File: src/rtl/fifo_burst_reader.sv
// Read-side burst controller for a show-ahead sync FIFO: drains BURST_LEN-entry bursts
// (or a shorter flush burst on timeout/request) onto a registered valid/ready stream.
module fifo_burst_reader #(
    parameter int DATA_WIDTH = 32,
    parameter int FIFO_DEPTH = 32,
    parameter int ADDR_WIDTH = $clog2(FIFO_DEPTH),
    parameter int BURST_LEN  = 8,
    parameter int TIMEOUT    = 64,
    parameter int TMR_WIDTH  = $clog2(TIMEOUT + 1)
) (
    input  logic                  clk,
    input  logic                  rst_n,
    input  logic                  en_i,
    input  logic                  flush_i,
    input  logic [DATA_WIDTH-1:0] fifo_data_i,
    input  logic                  fifo_empty_i,
    input  logic [ADDR_WIDTH:0]   fifo_counter_i,
    output logic                  fifo_rd_valid_o,
    output logic [DATA_WIDTH-1:0] m_data_o,
    output logic                  m_valid_o,
    input  logic                  m_ready_i,
    output logic                  m_last_o,
    output logic [ADDR_WIDTH:0]   m_len_o,
    output logic                  busy_o
);

    // state | meaning
    // IDLE  | waiting for a full burst, a flush request or the idle timeout
    // BURST | popping beats_rem entries into the output register
    typedef enum logic {IDLE, BURST} state_t;

    localparam int CW = ADDR_WIDTH + 1;
    // A zero-width timer is illegal, so keep at least one bit when the timeout is disabled.
    localparam int TW = (TMR_WIDTH < 1) ? 1 : TMR_WIDTH;
    localparam logic [CW-1:0] BURST_LEN_C = CW'(BURST_LEN);
    localparam logic [CW-1:0] ONE_C       = CW'(1);
    localparam logic [TW-1:0] TMR_MAX     = (TIMEOUT == 0) ? '0 : TW'(TIMEOUT - 1);

    state_t                state_q, state_d;
    logic [TW-1:0]         timer_q, timer_d;
    logic [CW-1:0]         beats_rem_q, beats_rem_d;
    logic [CW-1:0]         burst_len_q, burst_len_d;
    logic [CW-1:0]         m_len_q, m_len_d;
    logic [DATA_WIDTH-1:0] m_data_q, m_data_d;
    logic                  m_valid_q, m_valid_d;
    logic                  m_last_q, m_last_d;

    logic                  out_free;
    logic                  full_ok;
    logic                  tmo_hit;
    logic                  start;
    logic [CW-1:0]         start_len;
    logic                  pop;

    always_comb begin
        state_d     = state_q;
        timer_d     = timer_q;
        beats_rem_d = beats_rem_q;
        burst_len_d = burst_len_q;
        m_len_d     = m_len_q;
        m_data_d    = m_data_q;
        m_valid_d   = m_valid_q;
        m_last_d    = m_last_q;
        start       = 1'b0;
        start_len   = '0;
        pop         = 1'b0;

        out_free = ~m_valid_q | m_ready_i;
        full_ok  = (fifo_counter_i >= BURST_LEN_C);
        tmo_hit  = (TIMEOUT != 0) && (timer_q == TMR_MAX);

        case (state_q)
            IDLE: begin
                if (en_i && full_ok) begin
                    start     = 1'b1;
                    start_len = BURST_LEN_C;
                end else if (en_i && !fifo_empty_i && (flush_i || tmo_hit)) begin
                    start     = 1'b1;
                    start_len = fifo_counter_i;
                end

                if (start) begin
                    state_d     = BURST;
                    beats_rem_d = start_len;
                    burst_len_d = start_len;
                    timer_d     = '0;
                    // A held last beat of the previous burst keeps its own length until it is taken.
                    if (out_free) begin
                        m_len_d = start_len;
                    end
                end else if (fifo_empty_i) begin
                    timer_d = '0;
                end else if (en_i && !full_ok && (timer_q != TMR_MAX)) begin
                    timer_d = timer_q + TW'(1);
                end
            end

            BURST: begin
                timer_d = '0;
                if (out_free) begin
                    m_len_d = burst_len_q;
                end
                pop = (beats_rem_q != '0) && !fifo_empty_i && out_free;
                if (pop) begin
                    beats_rem_d = beats_rem_q - ONE_C;
                    if (beats_rem_q == ONE_C) begin
                        state_d = IDLE;
                    end
                end
            end

            default: begin
                state_d = IDLE;
            end
        endcase

        if (pop) begin
            m_data_d  = fifo_data_i;
            m_valid_d = 1'b1;
            m_last_d  = (beats_rem_q == ONE_C);
        end else if (m_valid_q && m_ready_i) begin
            m_valid_d = 1'b0;
            m_last_d  = 1'b0;
        end
    end

    always_ff @(posedge clk or negedge rst_n) begin
        if (!rst_n) begin
            state_q     <= IDLE;
            timer_q     <= '0;
            beats_rem_q <= '0;
            burst_len_q <= '0;
            m_len_q     <= '0;
            m_data_q    <= '0;
            m_valid_q   <= 1'b0;
            m_last_q    <= 1'b0;
        end else begin
            state_q     <= state_d;
            timer_q     <= timer_d;
            beats_rem_q <= beats_rem_d;
            burst_len_q <= burst_len_d;
            m_len_q     <= m_len_d;
            m_data_q    <= m_data_d;
            m_valid_q   <= m_valid_d;
            m_last_q    <= m_last_d;
        end
    end

    assign fifo_rd_valid_o = pop;
    assign m_data_o        = m_data_q;
    assign m_valid_o       = m_valid_q;
    assign m_last_o        = m_last_q;
    assign m_len_o         = m_len_q;
    assign busy_o          = (state_q == BURST);

endmodule

File: config.mk
export PLATFORM = sky130hd
export DESIGN_NAME = fifo_burst_reader
export DESIGN_NICKNAME = d
export VERILOG_FILES = /design/src/rtl/fifo_burst_reader.sv
export SDC_FILE = /design/constraint.sdc
export NUM_CORES = 1
export LEC_CHECK = 0
export BUFFER_PORTS_ARGS = -buffer_cell sky130_fd_sc_hd__buf_4
export CAP_MARGIN = 20
export CORE_ASPECT_RATIO = 0.75
export CORE_UTILIZATION = 54
export DETAILED_ROUTE_END_ITERATION = 10
export MAX_ROUTING_LAYER = met4
export PLACE_DENSITY_LB_ADDON = 0.1
export RECOVER_POWER = 50
export SYNTH_ARGS = -nofsm -noshare
export SYNTH_HDL_FRONTEND = slang
export SYNTH_SLANG_ARGS = --single-unit
File: constraint.sdc
create_clock -name clk -period 4.45 [get_ports clk]
set_clock_uncertainty 0.15 [all_clocks]
set_input_delay 0.2225 -clock clk [delete_from_list [all_inputs] [get_ports clk]]
set_output_delay 0.2225 -clock clk [all_outputs]
set_load 0.05 [all_outputs]
==> results.sh, run 1 <==
export IMPL_status="finished, final reports clean"
export IMPL_dieArea_mm2=0.005202
export IMPL_final_nets=374
export IMPL_boundaryPins=86
export IMPL_ys_seq_area_share_pct=56.58
export IMPL_peakVddDrop_mv=0.2929
export IMPL_cp_max_fo=14
export IMPL_worstRegToRegCells=5
export IMPL_syn_nets=248
export IMPL_worstHoldEndpoint="m_last_o$_DFFE_PN0P_"
export IMPL_overflow=0
export IMPL_syn_inst=200
export IMPL_post_cts_buffers=0
export IMPL_final_min_clock_period_ns=2.552
export IMPL_maxCapViolCount=0
export IMPL_initial_core_util_pct=57.71
export IMPL_place_congestion=0.8293
export IMPL_rsz0062_at_grt="false"
export IMPL_period_share_pct=57.36
export IMPL_hp_class="in -> reg"
export IMPL_preCtsSetupSlack_ns=1.949
export IMPL_tns_ns=0
export IMPL_worst_pin_slew_ns=0.7885
export IMPL_drcViolationCount=0
export IMPL_grtUsageTotal_pct=28.69
export IMPL_synth_flop_cell="dfrtp_1"
export IMPL_yosysTopAreaCell="dfrtp_1"
export IMPL_rows=21
export IMPL_synth_top_area_share_pct=56.58
export IMPL_cts_sinks=60
export IMPL_clockBufferDepth=2
export IMPL_grt_max_degree=61
export IMPL_layout_setup_ws_ns=1.898
export IMPL_ys_ff_latch=60
export IMPL_via_per_inst=5.418
export IMPL_slew_headroom_pct=47.26
export IMPL_power_density_mw_per_mm2=440.4
export IMPL_syn_area_per_cell_um2=13.27
export IMPL_critical_path_top_delay_family="compound AO/OA/AOI/OAI gates"
export IMPL_drtIter0Drc=113
export IMPL_cp_end_kind="flop"
export IMPL_grt_pass1_vias=2180
export IMPL_reg2reg_to="m_len_o[2]$_DFFE_PN0P_"
export IMPL_fmax_mhz=391.8
export IMPL_hold_buffers=36
export IMPL_worst_skew_pair_late_latency_ns=0.35
export IMPL_vias=2102
export IMPL_root_buffer="clkbuf_8"
export IMPL_r2r_setup_slack_ns=1.90
export IMPL_die_width_um=82.95
export IMPL_wire_per_inst_um=16.78
export IMPL_core_mm2=0.004598
export IMPL_detail_route_antenna_nets=0
export IMPL_arrival_ns=2.63
export IMPL_leakagePower_nw=1.747
export IMPL_syn_cell_area_mm2=0.002654
export IMPL_clk_pin_slew_ns=0.07
export IMPL_path_buf_inv=0
export IMPL_whs_path_depth=4
export IMPL_drive_gt1_share_pct=36.86
export IMPL_yosys_cell_count_top_type="dfrtp_1"
export IMPL_synth_area_leaders="dfrtp_1 (57%), mux2_2 (15%), a32o_1 (2.3%)"
export IMPL_port_buffers=85
export IMPL_slowest_stage="o41ai_4"
export IMPL_ys_warn_count=0
export IMPL_synth_edf_count=0
export IMPL_setup_viol=0
export IMPL_start_kind="flop"
export IMPL_cts_repair_resized=0
export IMPL_hold_viol=0
export IMPL_ys_async_sr_fraction_pct=100.0
export IMPL_die_y_um=62.71
export IMPL_firstDrtPassIters=4
export IMPL_antenna_found_initial=0
export IMPL_wl_mm=6.512
export IMPL_cts_inserted_buffers=9
export IMPL_drv_slew=0
export IMPL_grt_pass1_wl_mm=10.97
export IMPL_areaGrowthSynthToFinish_pct=44.18
export IMPL_min_delay_start="m_ready_i"
export IMPL_slowest_delay_ns=0.70
export IMPL_criticalPathCategory="reg -> reg"
export IMPL_synth_common_cells="dfrtp_1 (60), mux2_2 (35), nor2_1 (10)"
export IMPL_synth_distinct_cells=43
export IMPL_crit_chain="ha_1 > nand4b_2 > o41ai_4 > o31a_1 > mux2_2"
export IMPL_cts_tree="built"
export IMPL_r2r_start="timer_q[0]$_DFFE_PN0P_"
export IMPL_htreeDepth=3
export IMPL_insertedDiodeCount=0
export IMPL_required_ns=4.52
export IMPL_hpwl_mm=4.013
-- how the worst max path moves through the flow --
stage               slack (ns)              startpoint  cells past startpoint                         end
floorplan                 2.10        busy_o$_DFF_PN0_                      5    m_data_o[24]$_DFFE_PN0P_
global placement          2.03  timer_q[0]$_DFFE_PN0P_                      5  beats_rem_q[3]$_DFFE_PN0P_
detailed placement        1.95  timer_q[0]$_DFFE_PN0P_                      5      m_len_o[2]$_DFFE_PN0P_
CTS                       1.93        busy_o$_DFF_PN0_                      4             fifo_rd_valid_o
finish                    1.90  timer_q[0]$_DFFE_PN0P_                      5      m_len_o[2]$_DFFE_PN0P_
global route              1.71  timer_q[0]$_DFFE_PN0P_                      5      m_len_o[2]$_DFFE_PN0P_
-- cell type report --
type / instances / area [um^2]
flip-flops and latches: 60 / 1501
multi-input cells: 123 / 1082
repair buffers: 123 / 934.6
fillers: 273 / 772.0
clock buffers: 12 / 155.1
well taps: 57 / 71.32
clock inverters: 4 / 47.55
inverters: 9 / 33.78
-- stage by stage --
| stage | util, % | power, W | instances | cell area, um^2 | hold slack (ns) |
|---|---|---|---|---|---|
| after global routing | 83.21 | 0.001755 | 388 | 3826 | 0.02439 |
| after detailed placement | 72.68 | 0.001192 | 336 | 3342 | 0.1832 |
| final | 83.21 | 0.001685 | 388 | 3826 | 0.01617 |
| after global placement | 72.68 | 0.001177 | 336 | 3342 | 0.1857 |
| after CTS | 84.93 | 0.001713 | 388 | 3905 | 0.008836 |
| after floorplan | - | 0.001013 | 200 | 2654 | -0.2231 |
-- power breakdown --
group	internal, W	leakage (nW)	switching [W]	total [W]
logic	0.000184	0.916	0.000335	0.000519
clock network	0.000287	0.102	0.000211	0.000498
registers	0.000620	0.728	0.0000474	0.000668
total	0.00109	1.75	0.000594	0.00168
-- logic make-up after synthesis --
| kind of cell | synth area share [%] |
|---|---|
| flops | 56.58 |
| compound gates | 11.79 |
| buf+inv | 2.640 |
| simple gates | 9.100 |
| mux | 16.36 |
| fa+ha+maj | 1.886 |
| xor+xnor | 1.650 |
-- placed cells by master, fill, tap and decap left out, types with 5 or more instances in the layout --
| cell type | n |
|---|---|
| buf_4 | 66 |
| dfrtp_1 | 60 |
| dlygate4sd3_1 | 36 |
| mux2_2 | 35 |
| clkbuf_1 | 22 |
| clkbuf_8 | 11 |
| nor2_1 | 10 |
| inv_1 | 9 |
| a32o_1 | 6 |
| nand2_1 | 5 |
| xor2_1 | 5 |
-- sequential cells by signal, indices dropped and copies added (netlist names) --
| register | flops |
|---|---|
| m_last_o | 1 |
| m_len_o | 6 |
| burst_len_q | 6 |
| m_valid_o | 1 |
| m_data_o | 32 |
| timer_q | 7 |
| busy_o | 1 |
| beats_rem_q | 6 |
-- routing by layer --
metal,global-route usage (%),part of all wire [%],vias up
met2,43.75,48,84
met3,9.247,5.9,18
met4,10.34,2.0,0
met1,36.26,44,1009
li1,-,-,991
met5,-,0,-
-- worst register-to-register path: cells and delay by family (launching register included) --
kind / cells / cell delay, ns
AO/OA/AOI/OAI: 2 / 1.06
adder cells (fa/ha/maj): 1 / 0.23
flip-flops: 1 / 0.39
multiplexers: 1 / 0.37
AND/OR/NAND/NOR: 1 / 0.24
Note: power is estimated with default switching activity, not from simulation.
==> inputs of run 2 (changes only) <==
--- a/config.mk
+++ b/config.mk
@@ -8,7 +8,7 @@
 export BUFFER_PORTS_ARGS = -buffer_cell sky130_fd_sc_hd__buf_4
 export CAP_MARGIN = 20
 export CORE_ASPECT_RATIO = 0.75
-export CORE_UTILIZATION = 54
+export CORE_UTILIZATION = 50
 export DETAILED_ROUTE_END_ITERATION = 10
 export MAX_ROUTING_LAYER = met4
 export PLACE_DENSITY_LB_ADDON = 0.1
==> constraint.sdc (replaced) <==
create_clock -name clk -period 2.6 [get_ports clk]
set_clock_uncertainty 0.15 [all_clocks]
set_input_delay 0.13 -clock clk [delete_from_list [all_inputs] [get_ports clk]]
set_output_delay 0.13 -clock clk [all_outputs]
set_load 0.05 [all_outputs]
==> results.sh, run 2 (same netlist as run 1, synthesis figures left out) <==
export IMPL_r2r_setup_slack_ns=0.43
export IMPL_areaGrowthSynthToFinish_pct=45.17
export IMPL_leakagePower_nw=1.745
export IMPL_grt_max_degree=61
export IMPL_rsz0062_at_grt="false"
export IMPL_total_power_w=0.002866
export IMPL_multi_input_comb_area_mm2=0.001082
export IMPL_cts_inserted_buffers=9
export IMPL_drv_slew=0
export IMPL_required_ns=2.32
export IMPL_final_nets=377
export IMPL_drcViolationCount=0
export IMPL_period_share_pct=85.18
export IMPL_root_buffer="clkbuf_8"
export IMPL_criticalPathCategory="reg -> out"
export IMPL_crit_path_end="fifo_rd_valid_o"
export IMPL_rows=22
export IMPL_post_cts_buffers=0
export IMPL_insertedDiodeCount=0
export IMPL_initial_core_util_pct=52.97
export IMPL_wire_per_inst_um=15.61
export IMPL_antenna_found_initial=0
export IMPL_die_width_um=86.13
export IMPL_final_min_clock_period_ns=2.215
export IMPL_worst_skew_pair_late_latency_ns=0.34
export IMPL_htreeDepth=3
export IMPL_grt_pass1_wl_mm=10.25
export IMPL_worst_pin_slew_ns=1.470
export IMPL_status="finished, final reports clean"
export IMPL_peakVddDrop_mv=0.5734
export IMPL_drive_gt1_share_pct=35.93
export IMPL_seqCellArea_mm2=0.001501
export IMPL_clk_pin_slew_ns=0.07
export IMPL_start_kind="flop"
export IMPL_utilization_pct=76.90
export IMPL_slew_headroom_pct=1.970
export IMPL_crit_path_start="beats_rem_q[0]$_DFFE_PN0P_"
export IMPL_maxCapViolCount=0
export IMPL_worstRegToRegCells=6
export IMPL_drtIter0Drc=78
export IMPL_firstDrtPassIters=4
export IMPL_hpwl_mm=3.878
export IMPL_wl_met2_mm=3.165
export IMPL_r2r_start="beats_rem_q[0]$_DFFE_PN0P_"
export IMPL_reg2reg_to="beats_rem_q[3]$_DFFE_PN0P_"
export IMPL_cts_sinks=60
export IMPL_hold_viol=0
export IMPL_core_mm2=0.005010
export IMPL_cp_end_kind="output pin"
export IMPL_dieArea_mm2=0.005606
export IMPL_dp_cells=353
export IMPL_layout_common_cells="buf_4 (63), dfrtp_1 (60), dlygate4sd3_1 (37), mux2_2 (35), clkbuf_1 (26)"
export IMPL_arrival_ns=1.93
export IMPL_clockBufferDepth=2
export IMPL_detail_route_antenna_nets=0
export IMPL_wl_mm=6.339
export IMPL_cts_tree="built"
export IMPL_place_congestion=0.8373
export IMPL_nFillCells=389
export IMPL_grtUsageTotal_pct=25.53
export IMPL_cts_repair_resized=0
export IMPL_stdcell_count=406
export IMPL_hp_class="in -> reg"
export IMPL_boundaryPins=86
export IMPL_wl_met3_um=406
export IMPL_fmax_mhz=451.5
export IMPL_met1Wirelength_mm=2.707
export IMPL_vias=2093
export IMPL_cp_max_fo=20
export IMPL_port_buffers=85
export IMPL_setup_viol=0
export IMPL_highest_layer="met4"
export IMPL_hold_slack_ns=0.1181
export IMPL_via_per_inst=5.155
export IMPL_overflow=0
export IMPL_die_y_um=65.09
export IMPL_largest_register_ffs=32
export IMPL_final_common_cell="buf_4"
export IMPL_power_density_mw_per_mm2=744.0
export IMPL_grt_pass1_vias=2112
export IMPL_tns_ns=0
==> run 2: cell types whose count changed in the layout (fill, tap and decap cells not counted) <==
cell | before | now
buf_4 | 66 | 63
clkbuf_1 | 22 | 26
clkbuf_2 | 0 | 1
dlygate4sd3_1 | 36 | 37
==> run 2: how the worst min path moves through the flow <==
stage,depth (start not counted),endpoint,startpoint
global placement,1,m_len_o[2]$_DFFE_PN0P_,rst_n
floorplan,0,beats_rem_q[0]$_DFFE_PN0P_,rst_n
CTS,5,timer_q[3]$_DFFE_PN0P_,fifo_counter_i[5]
finish,5,timer_q[3]$_DFFE_PN0P_,fifo_counter_i[5]
detailed placement,1,m_len_o[2]$_DFFE_PN0P_,rst_n
global route,3,timer_q[5]$_DFFE_PN0P_,fifo_empty_i
==> run 2: power by group <==
part	switching [W]	internal, W
logic	0.000571	0.000307
clock network	0.000355	0.000491
registers	0.0000792	0.00106
total	0.00101	0.00186
==> run 2: repair_timing <==
action | 4_1_cts | 5_1_grt
hold endpoints to repair | 99 | 0
hold buffers | 37 | 0
setup endpoints to repair | 0 | 0
==> run 2: metrics by stage <==
stage	setup slack [ns]	cell area, um^2
final	0.3853	3852
after global routing	0.2874	3852
after CTS	0.3715	3949
after detailed placement	0.4423	3376
after global placement	0.4925	3376
after floorplan	0.2497	2654
==> run 2: critical path, stage by stage (launching register included) <==
cell and delay (ns):
dfrtp_1 0.36, inv_1 0.09, ha_1 0.24, a2111oi_4 0.32, buf_4 0.32, buf_4 0.25
==> run 2: area by class of cell <==
cell class	instances	area share (%)
clock buffer	12	4.027
clock inverter	4	1.234
inverter	9	0.8769
multi-input combinational	123	28.09
sequential	60	38.97
tap	72	2.338
timing repair buffer	126	24.46
==> run 2: per-layer routing <==
metal | vias up | GRT usage, %
met5 | - | -
met4 | 0 | 8.750
met3 | 8 | 7.789
met2 | 63 | 41.37
met1 | 1031 | 30.73
li1 | 991 | -
